`src/rtl/cle_pkg.sv`:
```
// Shared CLE definitions: label-map geometry, SRAM port identities and the
// small structs used by the label SRAM arbiter.
package cle_pkg;

    localparam int CLE_IMG_W    = 32;
    localparam int CLE_ADDR_W   = $clog2(CLE_IMG_W * CLE_IMG_W);
    localparam int CLE_DATA_W   = 8;
    localparam int CLE_LOCK_MAX = 16;

    // Requester identities on the label SRAM
    typedef enum logic {
        CLE_P_LABEL   = 1'b0,  // pass-1 labeler
        CLE_P_RELABEL = 1'b1   // pass-2 relabeler / equivalence resolver
    } cle_port_e;

    // Current burst (lock) owner of the SRAM
    typedef struct packed {
        logic      valid;
        cle_port_e id;
    } cle_owner_t;

    // Tag carried alongside a read through the SRAM latency
    typedef struct packed {
        logic      valid;
        cle_port_e id;
    } cle_rtag_t;

    // One-hot grant/valid vector for a port id
    function automatic logic [1:0] cle_port_onehot(cle_port_e p);
        return (p == CLE_P_RELABEL) ? 2'b10 : 2'b01;
    endfunction

endpackage

```
`src/rtl/cle_rr_arb2.sv`:
```
// Two-way round-robin arbiter with bounded lock (burst) support.
// Pure arbitration: grant is combinational from req/lock and the registered
// pointer/owner/count state; no datapath here.
module cle_rr_arb2
    import cle_pkg::*;
#(
    parameter int LOCK_MAX = CLE_LOCK_MAX
)
(
    input  logic       clk,
    input  logic       reset,
    input  logic [1:0] req,
    input  logic [1:0] lock,
    output logic [1:0] gnt,
    output cle_owner_t owner
);

    localparam int               CNT_W   = $clog2(LOCK_MAX + 1);
    localparam logic [CNT_W-1:0] CNT_MAX = CNT_W'(LOCK_MAX);
    localparam logic [CNT_W-1:0] CNT_ONE = CNT_W'(1);

    logic             rr_ptr_q, rr_ptr_d;      // port that wins the next plain contention
    cle_owner_t       owner_q, owner_d;
    logic [CNT_W-1:0] lock_cnt_q, lock_cnt_d;  // grants given to the current owner

    logic      contended;
    logic      owner_holds;    // owner still requesting with lock asserted
    logic      owner_expired;  // owner has used up its burst allowance
    logic      gnt_any;
    cle_port_e gnt_id;

    // Grant decision for this cycle
    always_comb begin
        contended     = req[0] & req[1];
        owner_holds   = owner_q.valid & req[owner_q.id] & lock[owner_q.id];
        owner_expired = owner_holds & (lock_cnt_q >= CNT_MAX);
        gnt_any       = 1'b0;
        gnt_id        = CLE_P_LABEL;
        if (!reset) begin
            if (contended) begin
                gnt_any = 1'b1;
                if (owner_expired) begin
                    gnt_id = cle_port_e'(~owner_q.id);
                end else if (owner_holds) begin
                    gnt_id = owner_q.id;
                end else begin
                    gnt_id = cle_port_e'(rr_ptr_q);
                end
            end else if (req[1]) begin
                gnt_any = 1'b1;
                gnt_id  = CLE_P_RELABEL;
            end else if (req[0]) begin
                gnt_any = 1'b1;
                gnt_id  = CLE_P_LABEL;
            end
        end
        gnt = gnt_any ? cle_port_onehot(gnt_id) : 2'b00;
    end

    // Pointer, owner and burst counter updates
    always_comb begin
        rr_ptr_d   = rr_ptr_q;
        owner_d    = owner_q;
        lock_cnt_d = lock_cnt_q;
        // Owner releases the lock by dropping req or lock
        if (!owner_holds) begin
            owner_d.valid = 1'b0;
            lock_cnt_d    = '0;
        end
        // Forced release: the other port takes this cycle, allowance restarts
        if (contended && owner_expired) begin
            lock_cnt_d = '0;
        end
        if (gnt_any) begin
            rr_ptr_d = ~gnt_id;
            if (lock[gnt_id]) begin
                if (owner_holds && (owner_q.id == gnt_id)) begin
                    if (lock_cnt_d < CNT_MAX) begin
                        lock_cnt_d = lock_cnt_d + CNT_ONE;
                    end
                end else begin
                    owner_d.valid = 1'b1;
                    owner_d.id    = gnt_id;
                    lock_cnt_d    = CNT_ONE;
                end
            end
        end
    end

    // State registers
    always_ff @(posedge clk) begin
        if (reset) begin
            rr_ptr_q   <= 1'b0;
            owner_q    <= '0;
            lock_cnt_q <= '0;
        end else begin
            rr_ptr_q   <= rr_ptr_d;
            owner_q    <= owner_d;
            lock_cnt_q <= lock_cnt_d;
        end
    end

    assign owner = owner_q;

endmodule

```
`src/rtl/cle_sram_arb.sv`:
```
// Label SRAM arbiter/sequencer: two requesters share one single-port SRAM.
// Handshake: a port holds req (with we/addr/wdata) until it sees gnt in the
// same cycle; gnt is the accept and the access is committed at that edge.
// A read returns one rvalid[i] pulse two cycles after its grant with rdata;
// writes return nothing. Accesses complete strictly in grant order.
module cle_sram_arb
    import cle_pkg::*;
#(
    parameter int ADDR_W   = CLE_ADDR_W,
    parameter int DATA_W   = CLE_DATA_W,
    parameter int LOCK_MAX = CLE_LOCK_MAX
)
(
    input  logic              clk,
    input  logic              reset,
    input  logic [1:0]        req,
    input  logic [1:0]        we,
    input  logic [1:0]        lock,
    input  logic [ADDR_W-1:0] addr0,
    input  logic [ADDR_W-1:0] addr1,
    input  logic [DATA_W-1:0] wdata0,
    input  logic [DATA_W-1:0] wdata1,
    output logic [1:0]        gnt,
    output logic [1:0]        rvalid,
    output logic [DATA_W-1:0] rdata,
    output logic              busy,
    input  logic [DATA_W-1:0] sram_q,
    output logic [ADDR_W-1:0] sram_a,
    output logic [DATA_W-1:0] sram_d,
    output logic              sram_wen
);

    cle_owner_t        arb_owner;

    logic              gnt_any;
    cle_port_e         sel_id;
    logic [ADDR_W-1:0] sel_addr;
    logic [DATA_W-1:0] sel_wdata;
    logic              sel_we;

    logic [ADDR_W-1:0] sram_a_q, sram_a_d;
    logic [DATA_W-1:0] sram_d_q, sram_d_d;
    logic              sram_wen_q, sram_wen_d;
    cle_rtag_t         tag1_q, tag1_d;      // read on the pins this cycle
    logic [1:0]        rvalid_q, rvalid_d;  // read data returning this cycle
    logic              acc1_q, acc1_d;      // grant happened one cycle ago
    logic              acc2_q, acc2_d;      // grant happened two cycles ago

    cle_rr_arb2 #(
        .LOCK_MAX (LOCK_MAX)
    ) u_arb (
        .clk   (clk),
        .reset (reset),
        .req   (req),
        .lock  (lock),
        .gnt   (gnt),
        .owner (arb_owner)
    );

    // Select the granted port's request fields
    always_comb begin
        gnt_any   = |gnt;
        sel_id    = gnt[1] ? CLE_P_RELABEL : CLE_P_LABEL;
        sel_addr  = gnt[1] ? addr1  : addr0;
        sel_wdata = gnt[1] ? wdata1 : wdata0;
        sel_we    = gnt[1] ? we[1]  : we[0];
    end

    // Next SRAM pin values, read tag pipe and in-flight tracking
    always_comb begin
        sram_a_d   = sram_a_q;
        sram_d_d   = sram_d_q;
        sram_wen_d = 1'b1;
        tag1_d     = '0;
        rvalid_d   = 2'b00;
        acc1_d     = gnt_any;
        acc2_d     = acc1_q;
        if (gnt_any) begin
            sram_a_d     = sel_addr;
            sram_wen_d   = ~sel_we;
            tag1_d.valid = ~sel_we;
            tag1_d.id    = sel_id;
            // Write data only moves for writes so the bus stays quiet on reads
            if (sel_we) begin
                sram_d_d = sel_wdata;
            end
        end
        if (tag1_q.valid) begin
            rvalid_d = cle_port_onehot(tag1_q.id);
        end
    end

    // Pin registers and pipeline state; reset drops anything in flight
    always_ff @(posedge clk) begin
        if (reset) begin
            sram_a_q   <= '0;
            sram_d_q   <= '0;
            sram_wen_q <= 1'b1;
            tag1_q     <= '0;
            rvalid_q   <= 2'b00;
            acc1_q     <= 1'b0;
            acc2_q     <= 1'b0;
        end else begin
            sram_a_q   <= sram_a_d;
            sram_d_q   <= sram_d_d;
            sram_wen_q <= sram_wen_d;
            tag1_q     <= tag1_d;
            rvalid_q   <= rvalid_d;
            acc1_q     <= acc1_d;
            acc2_q     <= acc2_d;
        end
    end

    assign sram_a   = sram_a_q;
    assign sram_d   = sram_d_q;
    assign sram_wen = sram_wen_q;
    assign rvalid   = rvalid_q;
    assign rdata    = sram_q;
    // Any grant in the last two cycles covers every pending read response
    assign busy     = acc1_q | acc2_q;

    // At most one port is granted per cycle
    a_gnt_onehot: assert property (@(posedge clk) disable iff (reset) $onehot0(gnt));

    // A lock owner requesting alone is never held off
    a_owner_alone: assert property (@(posedge clk) disable iff (reset)
        (arb_owner.valid && (req == cle_port_onehot(arb_owner.id))) |-> (gnt == req));

endmodule

```
`config.mk`:
```
export PLATFORM = sky130hd
export DESIGN_NAME = cle_sram_arb
export DESIGN_NICKNAME = d
export VERILOG_FILES = /design/src/rtl/cle_pkg.sv /design/src/rtl/cle_rr_arb2.sv /design/src/rtl/cle_sram_arb.sv
export SDC_FILE = /design/constraint.sdc
export NUM_CORES = 1
export LEC_CHECK = 0
export CAP_MARGIN = 20
export CORE_ASPECT_RATIO = 1.75
export CORE_MARGIN = 1
export CORE_UTILIZATION = 40
export DETAILED_ROUTE_END_ITERATION = 16
export GPL_TIMING_DRIVEN = 0
export PLACE_DENSITY = 0.8
export SLEW_MARGIN = 5
export SYNTH_ARGS = -nofsm -noshare
export SYNTH_HDL_FRONTEND = slang
export SYNTH_SLANG_ARGS = --single-unit
```
`constraint.sdc`:
```
create_clock -name clk -period 3 [get_ports clk]
set_clock_uncertainty 0.05 [all_clocks]
set_input_delay 0.6 -clock clk [delete_from_list [all_inputs] [get_ports clk]]
set_output_delay 0.6 -clock clk [all_outputs]
set_load 0.005 [all_outputs]
```
## Word-level counts from Yosys, hierarchy flattened

Cells that the tools add are included.

- Input port bits: 52
- Register bits: 33

- Equality and inequality tests: 1
- $lt $le $gt $ge: 4
- Bitwise logic cells: 11
- Add/subtract/negate cells: 1
- Mux-type cells: 32
- Reductions and logical operators: 7

Operators with widths:

| cell | number |
|---|---|
| 2-to-1 mux 5 bit | 6 |
| 2-to-1 mux 1 bit | 18 |
| 2-to-1 mux 2 bit | 6 |
| 2-to-1 mux 10 bit | 1 |
| 2-to-1 mux 8 bit | 1 |
| inverter 1 bit | 6 |
| OR reduction 2 bit | 3 |
| adder 5 x 1 -> 5 bit (second input constant) | 1 |
| >= comparator 5 bit (second input constant) | 1 |
| less-than comparator 5 bit (second input constant) | 1 |
| bitwise AND 1 bit | 4 |
| less-than comparator 1 x 2 -> 1 bit (second input constant) | 2 |
| AND reduction 3 bit | 1 |
| logical AND 1 bit | 2 |
| AND reduction 2 bit | 1 |
| equality test 1 bit | 1 |
| bitwise OR 1 bit | 1 |

## Depth between registers and ports, before layout

- Word-level depth: 13
- Gate-level depth with buffers: 10
- Gate-level depth less buffers: 8

## Hierarchy

From an unflattened synthesis, not the netlist that was laid out.

- Cell total of the unflattened synthesis: 171
- Area total of the unflattened synthesis: 1669.1 um^2

By module, submodules not included:

| module | area an instance (um^2) | instances | cells an instance | seq. area each (um^2) |
|---|---|---|---|---|
| cle_sram_arb | 1156.1 | 1 | 115 | 500.5 |
| cle_rr_arb2 | 513.0 | 1 | 56 | 160.2 |

## Worst setup path after synthesis

OpenSTA, ideal clock, no wires.

- Path type: input to output
- Start: input reset
- End: output gnt[1]
- Data required time: 2.350 ns
- Slack: 0.654 ns
- Arrival: 1.696 ns
- Stages: 5
- Cells stage by stage: clkbuf_1 > nand2b_1 > a41oi_4 > buf_2 > buf_4

- Word-level cells in the longest chain between the ends: 3
- Elaborated cells on any way between the ends: 4

Ends and longest elaborated chain:

| item | line | RTL |
|---|---|---|
| start: declaration | cle_sram_arb.sv:15 | `input logic reset,` |
| 2-to-1 mux 1 bit | cle_rr_arb2.sv:39 | `if (!reset) begin` |
| 2-to-1 mux 2 bit | cle_pkg.sv:30 | `return (p == CLE_P_RELABEL) ? 2'b10 : 2'b01;` |
| 2-to-1 mux 2 bit (*) | cle_rr_arb2.sv:57 | `gnt = gnt_any ? cle_port_onehot(gnt_id) : 2'b00;` |
| end: declaration | cle_sram_arb.sv:23 | `output logic [1:0] gnt,` |

Mark *: on every way between the ends. The rest lies on a longest branch, timed or not.

## Worst setup path in the final report

Same ends and word-level chain as after synthesis.

==> impl_metrics.toml <==
[synth]
synth_top_area_frac = 0.397
synth_async_sr_flop_share = 0
ys_seq_elements = 33
synthFlopType = "dfxtp_1"
synth_cell_types = 43
synth_fp_nets = 229
synth-edff-count = 0
synthCells = 176
avgSynthCellArea_sq_um = 9.46
ys_seq_area_frac = 0.397
synth_area_sq_um = 1660
yosysWarnings = 0
synth_area_leader_cell = "dfxtp_1"
synthTopCellsByArea = "dfxtp_1, mux2i_1, a211oi_2"

[layout]
regArea_sq_um = 661
multiInputGateArea_sq_um = 880
area_growth_pct = 55.9
diodes = 0
fillers = 352
fin_nets = 312
drive_gt1_frac = 0.188
fin_util = 0.658

[setup_path]
endpoint_kind = "output port"
critPathArrivalTime_ns = 2.20
critical_path_class = "in -> out"
critPathLaunchType = "input pin"
crit_path_max_fanout = 10
required_ns = 2.35

[power_and_ir_drop]
p_per_area_nw_per_um2 = 447
power_mw = 1.16
ir_worst_vdd_mv = 0.398
leakage_nw = 0.972

[route]
drt_iter0_markers = 23
first_pass_iters = 4
vias = 1646
wl_um = 4350
drc_errors = 0
vias_per_cell = 5.34
ant_nets = 0
detail_route.wl_per_cell_um = 14.1

[global_routing]
grt_first_pass_wirelength_um = 6980
use_met2 = 0.389
grt_pass1_vias = 1579
grtUsageTotal = 0.211
use_met3 = 0.0611
grtUsageMet1 = 0.202
antenna_found_initial = 0
grt-ovfl-total = 0
grt-busiest-layer = "met2"
grt_max_degree = 11

[clock_network]
clockBufferDepth = 2
path_clk_slew_ns = 0.07
cts_htree_levels = 2
cts_buffers = 5
tritoncts = "done"
clock-root-buffer = "clkbuf_8"
clock-sinks = 33
cts_hold_buf = 0
worstSkewPairLatency_ns = 0.29

[placed_design]
gp_congestion = 0.781
portBuffers = 73
hpwl_um = 3200
dp_worst_setup_slack_ns = -0.708

[timing]
rsz0062_at_grt = "no"
final_hold_viol_count = 0
setup_tns_ns = 0
tightest_slew_ns = 0.657
fin_crit_sh = 0.951
max_clock_freq_ghz = 0.351
fin_crit_ns = 2.85
setup_slack_ns = 0.147
max-slew-margin-rel = 0.558
slew_violations = 0
setup_viol = 0

[run_status]
status = "finished clean"

[die]
start_util = 0.422
die_w_um = 50.8
ios = 84
row_count = 30
fp.dieH_um = 87.3
coreArea_sq_um = 3940
dieArea_sq_um = 4430

[flow_run]
max_cap_viol_count = 0

[worst_hold_path]
hold_class = "reg -> reg"
-- where the power goes --
group	switching (mW)	internal (mW)	leakage, nW
logic	0.0962	0.151	0.642
clock network	0.164	0.271	0.0585
registers	0.0129	0.465	0.272
-- state kept, by name (all words and copies together), names as in the netlist --
signal / cells
u_arb.rr_ptr_q: 1
sram_a: 10
tag1_q: 2
sram_wen: 1
u_arb.lock_cnt_q: 5
sram_d: 8
acc1_q: 1
u_arb.owner: 2
acc2_q: 1
rvalid: 2
-- Yosys cell counts, types with 2 or more instances --
library cell   n
nor3b_1        2
a22oi_1        5
buf_4          9
mux2_2         2
nand3_1        4
inv_1          2
buf_2          4
and2_1         2
nand4_1        3
nor2b_1        4
buf_6          2
dfxtp_1       33
or2_2          2
nand2b_1       5
nand2_1       12
mux2i_1       14
a211oi_1       4
clkbuf_1       4
and3_1         2
nor2_1        13
a21oi_1       18
a31o_2         2
a211oi_2       8
-- timing repair --
| action | in CTS | in global routing |
|---|---|---|
| gates resized for setup | 8 | 5 |
| setup buffers | 3 | 0 |
| endpoints found under the setup margin | 2 | 2 |
| endpoints found under the hold margin | 0 | 0 |
| pin swaps | 1 | 0 |
-- placed cells by master (no fill, tap or decap), drive strengths merged, types with 2 or more instances in the layout --
master,synthesis,routed
a211oi,12,12
a21oi,18,18
a22oi,5,5
a31o,2,2
a41oi,2,2
and2,3,3
and3,2,2
buf,16,19
clkbuf,4,14
clkdlybuf4s50,0,70
dfxtp,33,33
inv,2,2
mux2,3,3
mux2i,14,14
nand2,12,12
nand2b,5,5
nand3,5,5
nand4,3,3
nor2,13,13
nor2b,4,4
nor3b,2,2
or2,2,2
-- layout make-up --
cell class / instances / share of cell area
Clock buffer: 7 / 0.0333
Inverter: 2 / 0.00289
Timing Repair Buffer: 76 / 0.285
Multi-Input combinational cell: 121 / 0.339
Clock inverter: 1 / 0.0116
Tap cell: 48 / 0.0232
Sequential cell: 33 / 0.255
Buffer: 20 / 0.0507
-- through the flow --
| stage | instances | cell area, sq um | hold slack (ns) |
|---|---|---|---|
| global route | 308 | 2590 | 0.394 |
| detailed placement | 297 | 2450 | 0.361 |
| CTS | 308 | 2610 | 0.371 |
| floorplan | 176 | 1660 | 0.338 |
| global placement | 297 | 2450 | 0.351 |
| finish | 308 | 2590 | 0.368 |
-- kinds of logic (layout without fill, tap and decap cells) --
logic type | after synthesis | after routing | share of synthesized area
adder cells (fa/ha/maj) | 1 | 1 | 0.00752
multiplexers | 17 | 17 | 0.107
AND/OR/NAND/NOR | 57 | 57 | 0.183
XOR/XNOR | 2 | 2 | 0.0105
buffers and inverters | 22 | 106 | 0.0819
flip-flops | 33 | 33 | 0.397
AO/OA/AOI/OAI | 44 | 44 | 0.213
-- path summary, 6_finish.rpt --
check                 startpoint  cells after the start  slack [ns]                   to
setup / recovery           reset                      6        0.15               gnt[1]
hold / removal         tag1_q[0]                      1        0.37            rvalid[0]
setup reg to reg  u_arb.owner[0]                      8        0.70  u_arb.lock_cnt_q[2]
hold reg to reg        tag1_q[0]                      1        0.37            rvalid[0]
-- per-layer routing --
layer / vias up / routed length [um]
li1: 796 / -
met1: 766 / 1580
met2: 73 / 2360
met3: 11 / 268
met4: 0 / 141
met5: - / 0
-- worst max-delay path: stages --
cell             delay, ns
clkbuf_1              0.22
nand2b_1              0.30
a41oi_4               0.25
buf_4                 0.22
buf_4                 0.12
clkdlybuf4s50_1       0.49
Power figures use the tool's default switching activity.
